File: src/rtl/cpu_pkg.sv
// Shared CPU definitions: memory op codes, MEM FSM states, widths.
package cpu_pkg;

   localparam int XLEN   = 32;
   localparam int BE_W   = XLEN / 8;
   localparam int REG_AW = 5;

   typedef enum logic [3:0] {
      OP_NONE = 4'd0,
      OP_LB   = 4'd1,
      OP_LBU  = 4'd2,
      OP_LH   = 4'd3,
      OP_LHU  = 4'd4,
      OP_LW   = 4'd5,
      OP_SB   = 4'd6,
      OP_SH   = 4'd7,
      OP_SW   = 4'd8
   } mem_op_e;

   typedef enum logic {
      ST_IDLE = 1'b0,
      ST_BUSY = 1'b1
   } mem_state_e;

endpackage

File: src/rtl/mem_stage_if.sv
// Data-bus bundle between the MEM stage and the data memory.
interface mem_stage_if;
   import cpu_pkg::*;

   logic              dbus_req_o;
   logic              dbus_we_o;
   logic [XLEN-1:0]   dbus_addr_o;
   logic [XLEN-1:0]   dbus_wdata_o;
   logic [BE_W-1:0]   dbus_be_o;
   logic              dbus_ack_i;
   logic [XLEN-1:0]   dbus_rdata_i;

   modport master (
      output dbus_req_o, dbus_we_o, dbus_addr_o,
      output dbus_wdata_o, dbus_be_o,
      input  dbus_ack_i, dbus_rdata_i
   );

   modport slave (
      input  dbus_req_o, dbus_we_o, dbus_addr_o,
      input  dbus_wdata_o, dbus_be_o,
      output dbus_ack_i, dbus_rdata_i
   );

endinterface

File: src/rtl/mem_align_unit.sv
// Op decode, alignment check, byte enables, store replication
// and load lane extraction; purely combinational.
module mem_align_unit
   import cpu_pkg::*;
(
   input  logic [3:0]      op,
   input  logic [XLEN-1:0] addr,
   input  logic [XLEN-1:0] store_data,
   input  logic [XLEN-1:0] rdata,
   output logic            is_mem,
   output logic            is_store,
   output logic            misaligned,
   output logic [BE_W-1:0] be,
   output logic [XLEN-1:0] wdata,
   output logic [XLEN-1:0] load_data
);

   logic            byte_op;
   logic            half_op;
   logic            word_op;
   logic            sgn;
   logic [XLEN-1:0] shifted;
   logic [7:0]      lane_b;
   logic [15:0]     lane_h;

   // Decode op code; unlisted codes fall through as no-op.
   always_comb begin
      byte_op  = 1'b0;
      half_op  = 1'b0;
      word_op  = 1'b0;
      sgn      = 1'b0;
      is_store = 1'b0;
      unique case (op)
         OP_LB:   begin byte_op = 1'b1; sgn = 1'b1; end
         OP_LBU:  byte_op = 1'b1;
         OP_LH:   begin half_op = 1'b1; sgn = 1'b1; end
         OP_LHU:  half_op = 1'b1;
         OP_LW:   word_op = 1'b1;
         OP_SB:   begin byte_op = 1'b1; is_store = 1'b1; end
         OP_SH:   begin half_op = 1'b1; is_store = 1'b1; end
         OP_SW:   begin word_op = 1'b1; is_store = 1'b1; end
         default: ;
      endcase
   end

   assign is_mem     = byte_op | half_op | word_op;
   assign misaligned = (half_op & addr[0]) |
                       (word_op & (|addr[1:0]));

   // Byte enables and replicated store data per access size.
   always_comb begin
      be    = '0;
      wdata = '0;
      unique case (1'b1)
         byte_op: begin
            be    = 4'b0001 << addr[1:0];
            wdata = {4{store_data[7:0]}};
         end
         half_op: begin
            be    = addr[1] ? 4'b1100 : 4'b0011;
            wdata = {2{store_data[15:0]}};
         end
         word_op: begin
            be    = 4'b1111;
            wdata = store_data;
         end
         default: ;
      endcase
   end

   assign shifted = rdata >> {addr[1:0], 3'b000};
   assign lane_b  = shifted[7:0];
   assign lane_h  = addr[1] ? rdata[31:16] : rdata[15:0];

   // Pick the addressed lane and sign- or zero-extend it.
   always_comb begin
      load_data = rdata;
      unique case (1'b1)
         byte_op: load_data = {{24{sgn & lane_b[7]}}, lane_b};
         half_op: load_data = {{16{sgn & lane_h[15]}}, lane_h};
         default: ;
      endcase
   end

endmodule

File: src/rtl/mem_stage.sv
// MEM pipeline stage: issues data-bus transactions, stalls the
// front of the pipe until ack, and registers results for WB.
module mem_stage
   import cpu_pkg::*;
(
   input  logic              clk,
   input  logic              rst,
   input  logic              mem_write_reg_en_i,
   input  logic [REG_AW-1:0] mem_write_reg_addr_i,
   input  logic [XLEN-1:0]   mem_write_reg_data_i,
   input  logic [3:0]        mem_op_i,
   input  logic [XLEN-1:0]   mem_addr_i,
   input  logic [XLEN-1:0]   mem_store_data_i,
   mem_stage_if.master       dbus,
   output logic              stall_req_o,
   output logic              wb_write_reg_en_o,
   output logic [REG_AW-1:0] wb_write_reg_addr_o,
   output logic [XLEN-1:0]   wb_write_reg_data_o,
   output logic              mem_align_err_o
);

   mem_state_e      state_q;
   mem_state_e      state_d;
   logic            is_mem;
   logic            is_store;
   logic            misaligned;
   logic [BE_W-1:0] be;
   logic [XLEN-1:0] wdata;
   logic [XLEN-1:0] load_data;

   mem_align_unit u_align (
      .op         (mem_op_i),
      .addr       (mem_addr_i),
      .store_data (mem_store_data_i),
      .rdata      (dbus.dbus_rdata_i),
      .is_mem     (is_mem),
      .is_store   (is_store),
      .misaligned (misaligned),
      .be         (be),
      .wdata      (wdata),
      .load_data  (load_data)
   );

   // Next state and stall: stall until the ack cycle, never in reset.
   always_comb begin
      state_d     = state_q;
      stall_req_o = 1'b0;
      unique case (state_q)
         ST_IDLE: begin
            if (is_mem && !misaligned) begin
               state_d     = ST_BUSY;
               stall_req_o = 1'b1;
            end
         end
         ST_BUSY: begin
            if (dbus.dbus_ack_i) state_d = ST_IDLE;
            else stall_req_o = 1'b1;
         end
         default: state_d = ST_IDLE;
      endcase
      if (rst) stall_req_o = 1'b0;
   end

   // State register.
   always_ff @(posedge clk) begin
      if (rst) state_q <= ST_IDLE;
      else state_q <= state_d;
   end

   // Bus request, write-back and error registers.
   always_ff @(posedge clk) begin
      if (rst) begin
         dbus.dbus_req_o     <= 1'b0;
         dbus.dbus_we_o      <= 1'b0;
         dbus.dbus_addr_o    <= '0;
         dbus.dbus_wdata_o   <= '0;
         dbus.dbus_be_o      <= '0;
         wb_write_reg_en_o   <= 1'b0;
         wb_write_reg_addr_o <= '0;
         wb_write_reg_data_o <= '0;
         mem_align_err_o     <= 1'b0;
      end else begin
         mem_align_err_o <= 1'b0;
         unique case (state_q)
            ST_IDLE: begin
               if (!is_mem) begin
                  wb_write_reg_en_o   <= mem_write_reg_en_i;
                  wb_write_reg_addr_o <= mem_write_reg_addr_i;
                  wb_write_reg_data_o <= mem_write_reg_data_i;
               end else if (misaligned) begin
                  wb_write_reg_en_o <= 1'b0;
                  mem_align_err_o   <= 1'b1;
               end else begin
                  dbus.dbus_req_o   <= 1'b1;
                  dbus.dbus_we_o    <= is_store;
                  dbus.dbus_addr_o  <= {mem_addr_i[31:2], 2'b00};
                  dbus.dbus_be_o    <= be;
                  dbus.dbus_wdata_o <= wdata;
                  wb_write_reg_en_o <= 1'b0;
               end
            end
            ST_BUSY: begin
               if (dbus.dbus_ack_i) begin
                  dbus.dbus_req_o     <= 1'b0;
                  wb_write_reg_addr_o <= mem_write_reg_addr_i;
                  if (is_store) begin
                     wb_write_reg_en_o <= 1'b0;
                  end else begin
                     wb_write_reg_en_o   <= mem_write_reg_en_i;
                     wb_write_reg_data_o <= load_data;
                  end
               end
            end
            default: ;
         endcase
      end
   end

endmodule

File: src/flat_wrapper.sv
// flat-port wrapper written by rule: the top's interface ports become plain ports
module mem_stage_flat import cpu_pkg::*;
  (clk, rst, mem_write_reg_en_i, mem_write_reg_addr_i, mem_write_reg_data_i, mem_op_i, mem_addr_i, mem_store_data_i, stall_req_o, wb_write_reg_en_o, wb_write_reg_addr_o, wb_write_reg_data_o, mem_align_err_o, dbus_dbus_req_o, dbus_dbus_we_o, dbus_dbus_addr_o, dbus_dbus_wdata_o, dbus_dbus_be_o, dbus_dbus_ack_i, dbus_dbus_rdata_i);
  mem_stage_if dbus_i ();
  input  logic clk;
  input  logic rst;
  input  logic mem_write_reg_en_i;
  input  logic [REG_AW-1:0] mem_write_reg_addr_i;
  input  logic [XLEN-1:0] mem_write_reg_data_i;
  input  logic [3:0] mem_op_i;
  input  logic [XLEN-1:0] mem_addr_i;
  input  logic [XLEN-1:0] mem_store_data_i;
  output logic stall_req_o;
  output logic wb_write_reg_en_o;
  output logic [REG_AW-1:0] wb_write_reg_addr_o;
  output logic [XLEN-1:0] wb_write_reg_data_o;
  output logic mem_align_err_o;
  output wire logic [$bits(dbus_i.dbus_req_o)-1:0] dbus_dbus_req_o;
  output wire logic [$bits(dbus_i.dbus_we_o)-1:0] dbus_dbus_we_o;
  output wire logic [$bits(dbus_i.dbus_addr_o)-1:0] dbus_dbus_addr_o;
  output wire logic [$bits(dbus_i.dbus_wdata_o)-1:0] dbus_dbus_wdata_o;
  output wire logic [$bits(dbus_i.dbus_be_o)-1:0] dbus_dbus_be_o;
  input wire logic [$bits(dbus_i.dbus_ack_i)-1:0] dbus_dbus_ack_i;
  input wire logic [$bits(dbus_i.dbus_rdata_i)-1:0] dbus_dbus_rdata_i;
  assign dbus_dbus_req_o = dbus_i.dbus_req_o;
  assign dbus_dbus_we_o = dbus_i.dbus_we_o;
  assign dbus_dbus_addr_o = dbus_i.dbus_addr_o;
  assign dbus_dbus_wdata_o = dbus_i.dbus_wdata_o;
  assign dbus_dbus_be_o = dbus_i.dbus_be_o;
  assign dbus_i.dbus_ack_i = dbus_dbus_ack_i;
  assign dbus_i.dbus_rdata_i = dbus_dbus_rdata_i;
  mem_stage u_core (.clk(clk), .rst(rst), .mem_write_reg_en_i(mem_write_reg_en_i), .mem_write_reg_addr_i(mem_write_reg_addr_i), .mem_write_reg_data_i(mem_write_reg_data_i), .mem_op_i(mem_op_i), .mem_addr_i(mem_addr_i), .mem_store_data_i(mem_store_data_i), .dbus(dbus_i), .stall_req_o(stall_req_o), .wb_write_reg_en_o(wb_write_reg_en_o), .wb_write_reg_addr_o(wb_write_reg_addr_o), .wb_write_reg_data_o(wb_write_reg_data_o), .mem_align_err_o(mem_align_err_o));
endmodule
File: config.mk
export PLATFORM = sky130hd
export DESIGN_NAME = mem_stage_flat
export DESIGN_NICKNAME = d
export VERILOG_FILES = /design/src/rtl/cpu_pkg.sv /design/src/rtl/mem_stage_if.sv /design/src/rtl/mem_align_unit.sv /design/src/rtl/mem_stage.sv /design/src/flat_wrapper.sv
export SDC_FILE = /design/constraint.sdc
export NUM_CORES = 1
export LEC_CHECK = 0
export BUFFER_PORTS_ARGS = -buffer_cell sky130_fd_sc_hd__clkbuf_2
export CORE_AREA = 2 2 114 116
export CTS_CLUSTER_SIZE = 40
export DETAILED_ROUTE_END_ITERATION = 7
export DIE_AREA = 0 0 116 118
export PLACE_DENSITY = 0.84
export SKIP_LAST_GASP = 1
export SLEW_MARGIN = 5
export SYNTH_ARGS = -nofsm -noshare
export SYNTH_HDL_FRONTEND = slang
export SYNTH_SLANG_ARGS = --single-unit
export TNS_END_PERCENT = 50
File: constraint.sdc
create_clock -name clk -period 2.1 [get_ports clk]
set_clock_uncertainty 0.2 [all_clocks]
set_input_delay 0.315 -clock clk [delete_from_list [all_inputs] [get_ports clk]]
set_output_delay 0.315 -clock clk [all_outputs]
set_load 0.01 [all_outputs]
Word-level counts from Yosys, hierarchy flattened
Index checks and enable logic that the tools add are counted.
{"block": "totals", "reg_bits": 108, "input_bits": 141, "wordCells": 78}
{"block": "classes", "eq_ne": 13, "shifts": 2, "muxes": 30, "n_bitwise": 10, "reduce_logical": 13}
{"op": "32-bit case mux with 2 select lines", "count": 2}
{"op": "32-bit 2-to-1 mux", "count": 3}
{"op": "32-bit case mux with 3 select lines", "count": 1}
{"op": "32-bit by 5-bit right shift with 8-bit output", "count": 1}
{"op": "4-bit by 3-bit == test with 1-bit output (second input constant)", "count": 4}
{"op": "16-bit 2-to-1 mux", "count": 1}
{"op": "1-bit 2-to-1 mux", "count": 15}
{"op": "4-bit case mux with 3 select lines", "count": 1}
{"op": "3-bit OR reduction", "count": 4}
{"op": "5-bit 2-to-1 mux", "count": 2}
{"op": "5-bit case mux with 2 select lines", "count": 1}
{"op": "3-bit AND reduction", "count": 3}
{"op": "4-bit by 2-bit == test with 1-bit output (second input constant)", "count": 2}
{"op": "2-bit != test (second input constant)", "count": 4}
{"op": "1-bit case mux with 2 select lines", "count": 3}
{"op": "2-bit OR reduction", "count": 3}
{"op": "1-bit bitwise AND", "count": 4}
{"op": "4-bit by 1-bit == test with 1-bit output (second input constant)", "count": 1}
{"op": "4-bit == test (second input constant)", "count": 1}
{"op": "4-bit 2-to-1 mux", "count": 1}
{"op": "1-bit by 2-bit << shifter with 4-bit output (first input constant)", "count": 1}
{"op": "1-bit NOT", "count": 3}
{"op": "1-bit bitwise OR", "count": 3}
{"op": "2-bit by 1-bit != test with 1-bit output (second input constant)", "count": 1}
{"op": "other kinds (3)", "count": 3}

Logic depth before layout (Yosys ltp)
{"block": "logic_depth", "ltp_word": 10, "depth_mapped": 9}

Hierarchy
From an unflattened synthesis, not the netlist that was laid out.
{"block": "hier_totals", "hier_cells": 726, "hier_area_um2": 5823.1}
{"module": "mem_stage", "n_inst": 1, "cells_each": 553, "area_each_um2": 4403.0, "seq_area_each_um2": 2162.1}
{"module": "mem_align_unit", "n_inst": 1, "cells_each": 173, "area_each_um2": 1420.1, "seq_area_each_um2": 0.0}

Least setup slack after synthesis
Ideal clock, no wire load.
{"block": "synth_timing", "path_kind": "input -> register", "from": "input mem_op_i[0]", "to": "register u_core.dbus.dbus_wdata_o[18]", "setup_time_ns": 0.122, "t_arrival_ns": 1.971, "t_required_ns": 1.778, "path_slack_ns": -0.192, "cell_stages": 7, "path_buffers": 2, "cell_sequence": "buf_6 or4b_4 o22ai_2 nor2_1 and3_1 buf_2 a221o_1"}
{"block": "synth_via", "elab_chain_len": 7, "word_cells_on_any_way": 22}
{"item": "start, declared", "line_no": "flat_wrapper.sv:10", "text": "input logic [3:0] mem_op_i;"}
{"item": "4-bit by 2-bit == test with 1-bit output, or another cell as far along", "line_no": "mem_align_unit.sv:33", "text": "unique case (op)"}
{"item": "3-bit OR reduction (no line) or 2-bit OR reduction (tied branches)"}
{"item": "1-bit 2-to-1 mux", "line_no": "mem_align_unit.sv:33"}
{"item": "1-bit bitwise AND (on tied branches)", "line_no": "mem_align_unit.sv:47, mem_align_unit.sv:48"}
{"item": "1-bit bitwise OR", "line_no": "mem_align_unit.sv:47", "text": "assign misaligned = (half_op & addr[0]) |"}
{"item": "1-bit NOT (no line)"}
{"item": "3-bit AND reduction (no line)"}
{"item": "end signal, assigned", "line_no": "mem_stage.sv:98", "text": "dbus.dbus_wdata_o <= wdata;"}
{"item": "end, declared", "line_no": "mem_stage_if.sv:15", "text": "output dbus_wdata_o, dbus_be_o,"}
Parallel ways exist; a longest one is shown, timed or not.
A chain may end at the register's enable or synchronous reset.

Worst setup path in the final report
{"block": "layout_timing", "from": "register u_core.state_q", "to": "output stall_req_o"}
{"block": "layout_via", "elab_chain_len": 3}
{"item": "start, declared", "line_no": "mem_stage.sv:22", "text": "mem_state_e state_q;"}
{"item": "start signal, assigned", "line_no": "mem_stage.sv:67", "text": "else state_q <= state_d;"}
{"item": "1-bit NOT (no line)"}
{"item": "1-bit case mux with 2 select lines (*)", "line_no": "mem_stage.sv:48", "text": "unique case (state_q)"}
{"item": "1-bit 2-to-1 mux (*)"}
{"item": "end, declared", "line_no": "flat_wrapper.sv:13", "text": "output logic stall_req_o;"}
Mark *: on every way between the ends. The rest lies on a longest branch, timed or not.

==> impl_metrics.yaml <==
setup_path:
  endpoint: "stall_req_o"
  crit_required_ps: 1580
  cpPeakStageDelay_ps: 400
  timing.rr.end: "u_core.dbus.dbus_wdata_o[16]$_SDFFE_PP0P_"
  path_max_fanout: 5
  arrival_ps: 1640
  regToRegSetupSlack_ps: -50
  r2r_start: "u_core.state_q$_DFF_P_"
  critPathLaunch: "u_core.state_q$_DFF_P_"
  slowest_stage: "or3_4"
  r2r_cells: 4
  end_kind: "primary output"
  worstPathCellList: "or3_4 -> buf_6 -> nand2_4 -> nor3b_4 -> buf_2"
  path_class: "register to primary output"
  critPathLaunchType: "register"
sta:
  min_period_over_period_pct: 103
  setup_viol: 3
  tightest_slew_ps: 533
  period_needed_ps: 2160
  fin_setup_tns_ps: -103
  hold_viol_final: 0
  setup_ws_ps: -56.8
  grt_setup_unrepaired: "yes"
  fmax_ghz: 0.464
  drv_slew: 0
  slew_headroom_pct: 64.4
job:
  maxCapViolations: 0
placement:
  dp_hpwl_microns: 12600
  gp_congestion: 0.872
  portBuffers: 248
global_route:
  grt_pass1_vias: 5664
  grt_overflow: 0
  grt_pass1_wl_microns: 28400
  grt_max_degree: 52
  antenna_found_initial: 1
  grt_usage_pct: 26.1
status:
  status: "complete, but fails checks"
  failed_checks: "negative setup slack"
clock_tree:
  clk_latency_ps: 350
  numCtsBuffers: 9
  ctsRootBufferMaster: "clkbuf_16"
  path_clk_slew_ps: 70
  h-tree-depth: 3
  cts_tree: "built"
  clock-sinks: 108
  clock_path_buffers: 2
synthesis:
  netlist_instances: 603
  ys_types: 46
  ys_warn_count: 0
  syn_area_per_cell_sq_um: 8.49
  async_flop_share_pct: 0
  netlist_area_sq_um: 5120
  yosysSeqAreaShare_pct: 42.2
  ys_seq_elements: 108
  synth_edf_count: 0
  synth_ff_type: "dfxtp_1"
power_and_ir_drop:
  switching_share_pct: 30.0
  p_leak_nw: 3.54
  internal_power_w: 0.00400
  p_clk_share_pct: 32.5
  peakVddDrop_mv: 0.411
  combPwrFrac_pct: 26.3
  power.share.sequential_pct: 41.2
  power_switching_w: 0.00171
  p_per_area_nw_per_um2: 740
floorplanning:
  coreArea_sq_um: 12400
  die_w_microns: 116
  dieHeight_microns: 118
  pin_count: 251
  row_count: 41
  design.die.area_sq_um: 13700
  start_util_pct: 41.3
drt:
  drt-total-wl_microns: 18900
  vias: 6012
  antenna_left: 0
  post_drt_wl_per_cell_microns: 17.4
  drc_errors: 0
  drt_iter0_drc: 725
  drtPass1Iterations: 6
  viasPerCell: 5.52
finish:
  final_cell_mix: "clkbuf_2 (246), dfxtp_1 (107), nand2_1 (93)"
  nFillCells: 1073
  areaGrowthSynthToFinish_pct: 50.5
  layout_commonest_cell: "clkbuf_2"
  nNetsFinal: 1052
  layout-drive-gt1-share_pct: 38.4
  utilization_pct: 62.1
min_path:
  hold_path_class: "input port to register"
[power groups by stage]
stage               combinational (W)  clock [W]  sequential [W]
floorplan                    0.000671          0         0.00248
global placement              0.00131          0         0.00239
detailed placement            0.00133          0         0.00239
CTS                           0.00142    0.00188         0.00235
global route                  0.00162    0.00198         0.00237
finish                        0.00150    0.00186         0.00235
[area by class of cell]
| class | count | area (sq um) | share of cell area, % |
|---|---|---|---|
| Clock inverter | 4 | 61.3 | 0.795 |
| Sequential cell | 108 | 2170 | 28.1 |
| Timing Repair Buffer | 352 | 2250 | 29.1 |
| Tap cell | 172 | 215 | 2.79 |
| Clock buffer | 12 | 267 | 3.46 |
| Antenna cell | 1 | 2.50 | 0.0325 |
| Inverter | 32 | 120 | 1.56 |
| Multi-Input combinational cell | 408 | 2630 | 34.1 |
[worst min path at each step]
stage / from / to / cells past startpoint / slack [ps]
6_report: mem_write_reg_addr_i[4] / u_core.wb_write_reg_addr_o[4]$_SDFFE_PP0P_ / 3 / 3
5_1_grt: mem_store_data_i[16] / u_core.dbus.dbus_wdata_o[16]$_SDFFE_PP0P_ / 2 / 6
3_5_place_dp: u_core.wb_write_reg_data_o[18]$_SDFFE_PP0P_ / u_core.wb_write_reg_data_o[18]$_SDFFE_PP0P_ / 2 / 240
2_1_floorplan: mem_store_data_i[8] / u_core.dbus.dbus_wdata_o[8]$_SDFFE_PP0P_ / 1 / 230
3_3_place_gp: u_core.dbus.dbus_addr_o[7]$_SDFFE_PP0P_ / u_core.dbus.dbus_addr_o[7]$_SDFFE_PP0P_ / 2 / 240
4_1_cts: mem_store_data_i[19] / u_core.dbus.dbus_wdata_o[19]$_SDFFE_PP0P_ / 2 / 1
[Yosys cell counts, drive strengths merged, types with 2 or more instances]
cell,number,area share [%]
a22o,16,2.7
nor4b,10,2.0
inv,32,2.3
o211ai,3,0.44
mux4,8,3.5
nand2b,16,2.0
nor3b,3,0.44
nor2,56,4.1
nor2b,2,0.24
clkbuf,31,2.3
or2,2,0.24
o21bai,2,0.29
dfxtp,108,42
o2bb2ai,3,0.51
nand2,94,6.9
a211oi,4,0.59
o41ai,2,0.34
a21oi,68,6.6
o21ai,9,0.88
o32ai,31,5.3
nand3b,4,0.59
a221oi,20,3.4
buf,25,3.2
or3,3,0.46
nor3,10,1.2
a221o,8,1.6
a2bb2oi,2,0.34
mux2i,9,1.8
a211o,6,1.0
a22oi,6,0.88
[timing repair]
action                                 in CTS  in global routing
buffers inserted                            4                  4
hold buffers                               44                  0
resized for setup                          10                  4
pin swaps                                   6                  2
cloned                                      0                  2
endpoints found under the hold margin      44                  0
setup endpoints to repair                   2                 23
[stage by stage]
stage / hold WS, ps / setup slack, ps / power (W) / cell area (sq um) / cells
floorplan: 232 / -152 / 0.00315 / 5180 / 604
global placement: 238 / -322 / 0.00370 / 6780 / 1019
detailed placement: 244 / -320 / 0.00373 / 6780 / 1019
CTS: 1.07 / -66.8 / 0.00565 / 7610 / 1082
global route: 5.54 / -132 / 0.00597 / 7710 / 1089
finish: 3.14 / -56.8 / 0.00571 / 7710 / 1089
[critical path, delay by kind of cell, from the launching register on]
| kind | cells | cell delay, ps |
|---|---|---|
| and+or+nand+nor | 3 | 630 |
| DFF | 1 | 360 |
| buffers and inverters | 2 | 290 |
[registers in the layout, indices dropped and copies added, names as in the netlist]
register	cells
u_core.dbus.dbus_req_o	1
u_core.state_q	1
u_core.mem_align_err_o	1
u_core.wb_write_reg_en_o	1
u_core.dbus.dbus_wdata_o	32
u_core.dbus.dbus_we_o	1
u_core.dbus.dbus_be_o	4
u_core.dbus.dbus_addr_o	30
u_core.wb_write_reg_data_o	32
u_core.wb_write_reg_addr_o	5
[logic make-up after synthesis]
family	count (synthesis)	share of synthesized area (%)
buf+inv	88	7.84
compound gates	185	25.9
mux	17	5.28
simple gates	204	18.7
other cells	1	0.0732
flops	108	42.2
[routing by layer]
metal,global-route usage [%],up-vias,part of all wire (%)
met5,0,-,0
met4,13.5,0,4.5
met3,6.69,77,7.8
met2,42.8,358,48
met1,31.2,2778,39
li1,-,2799,-
Note: power is estimated with default switching activity, not from simulation.
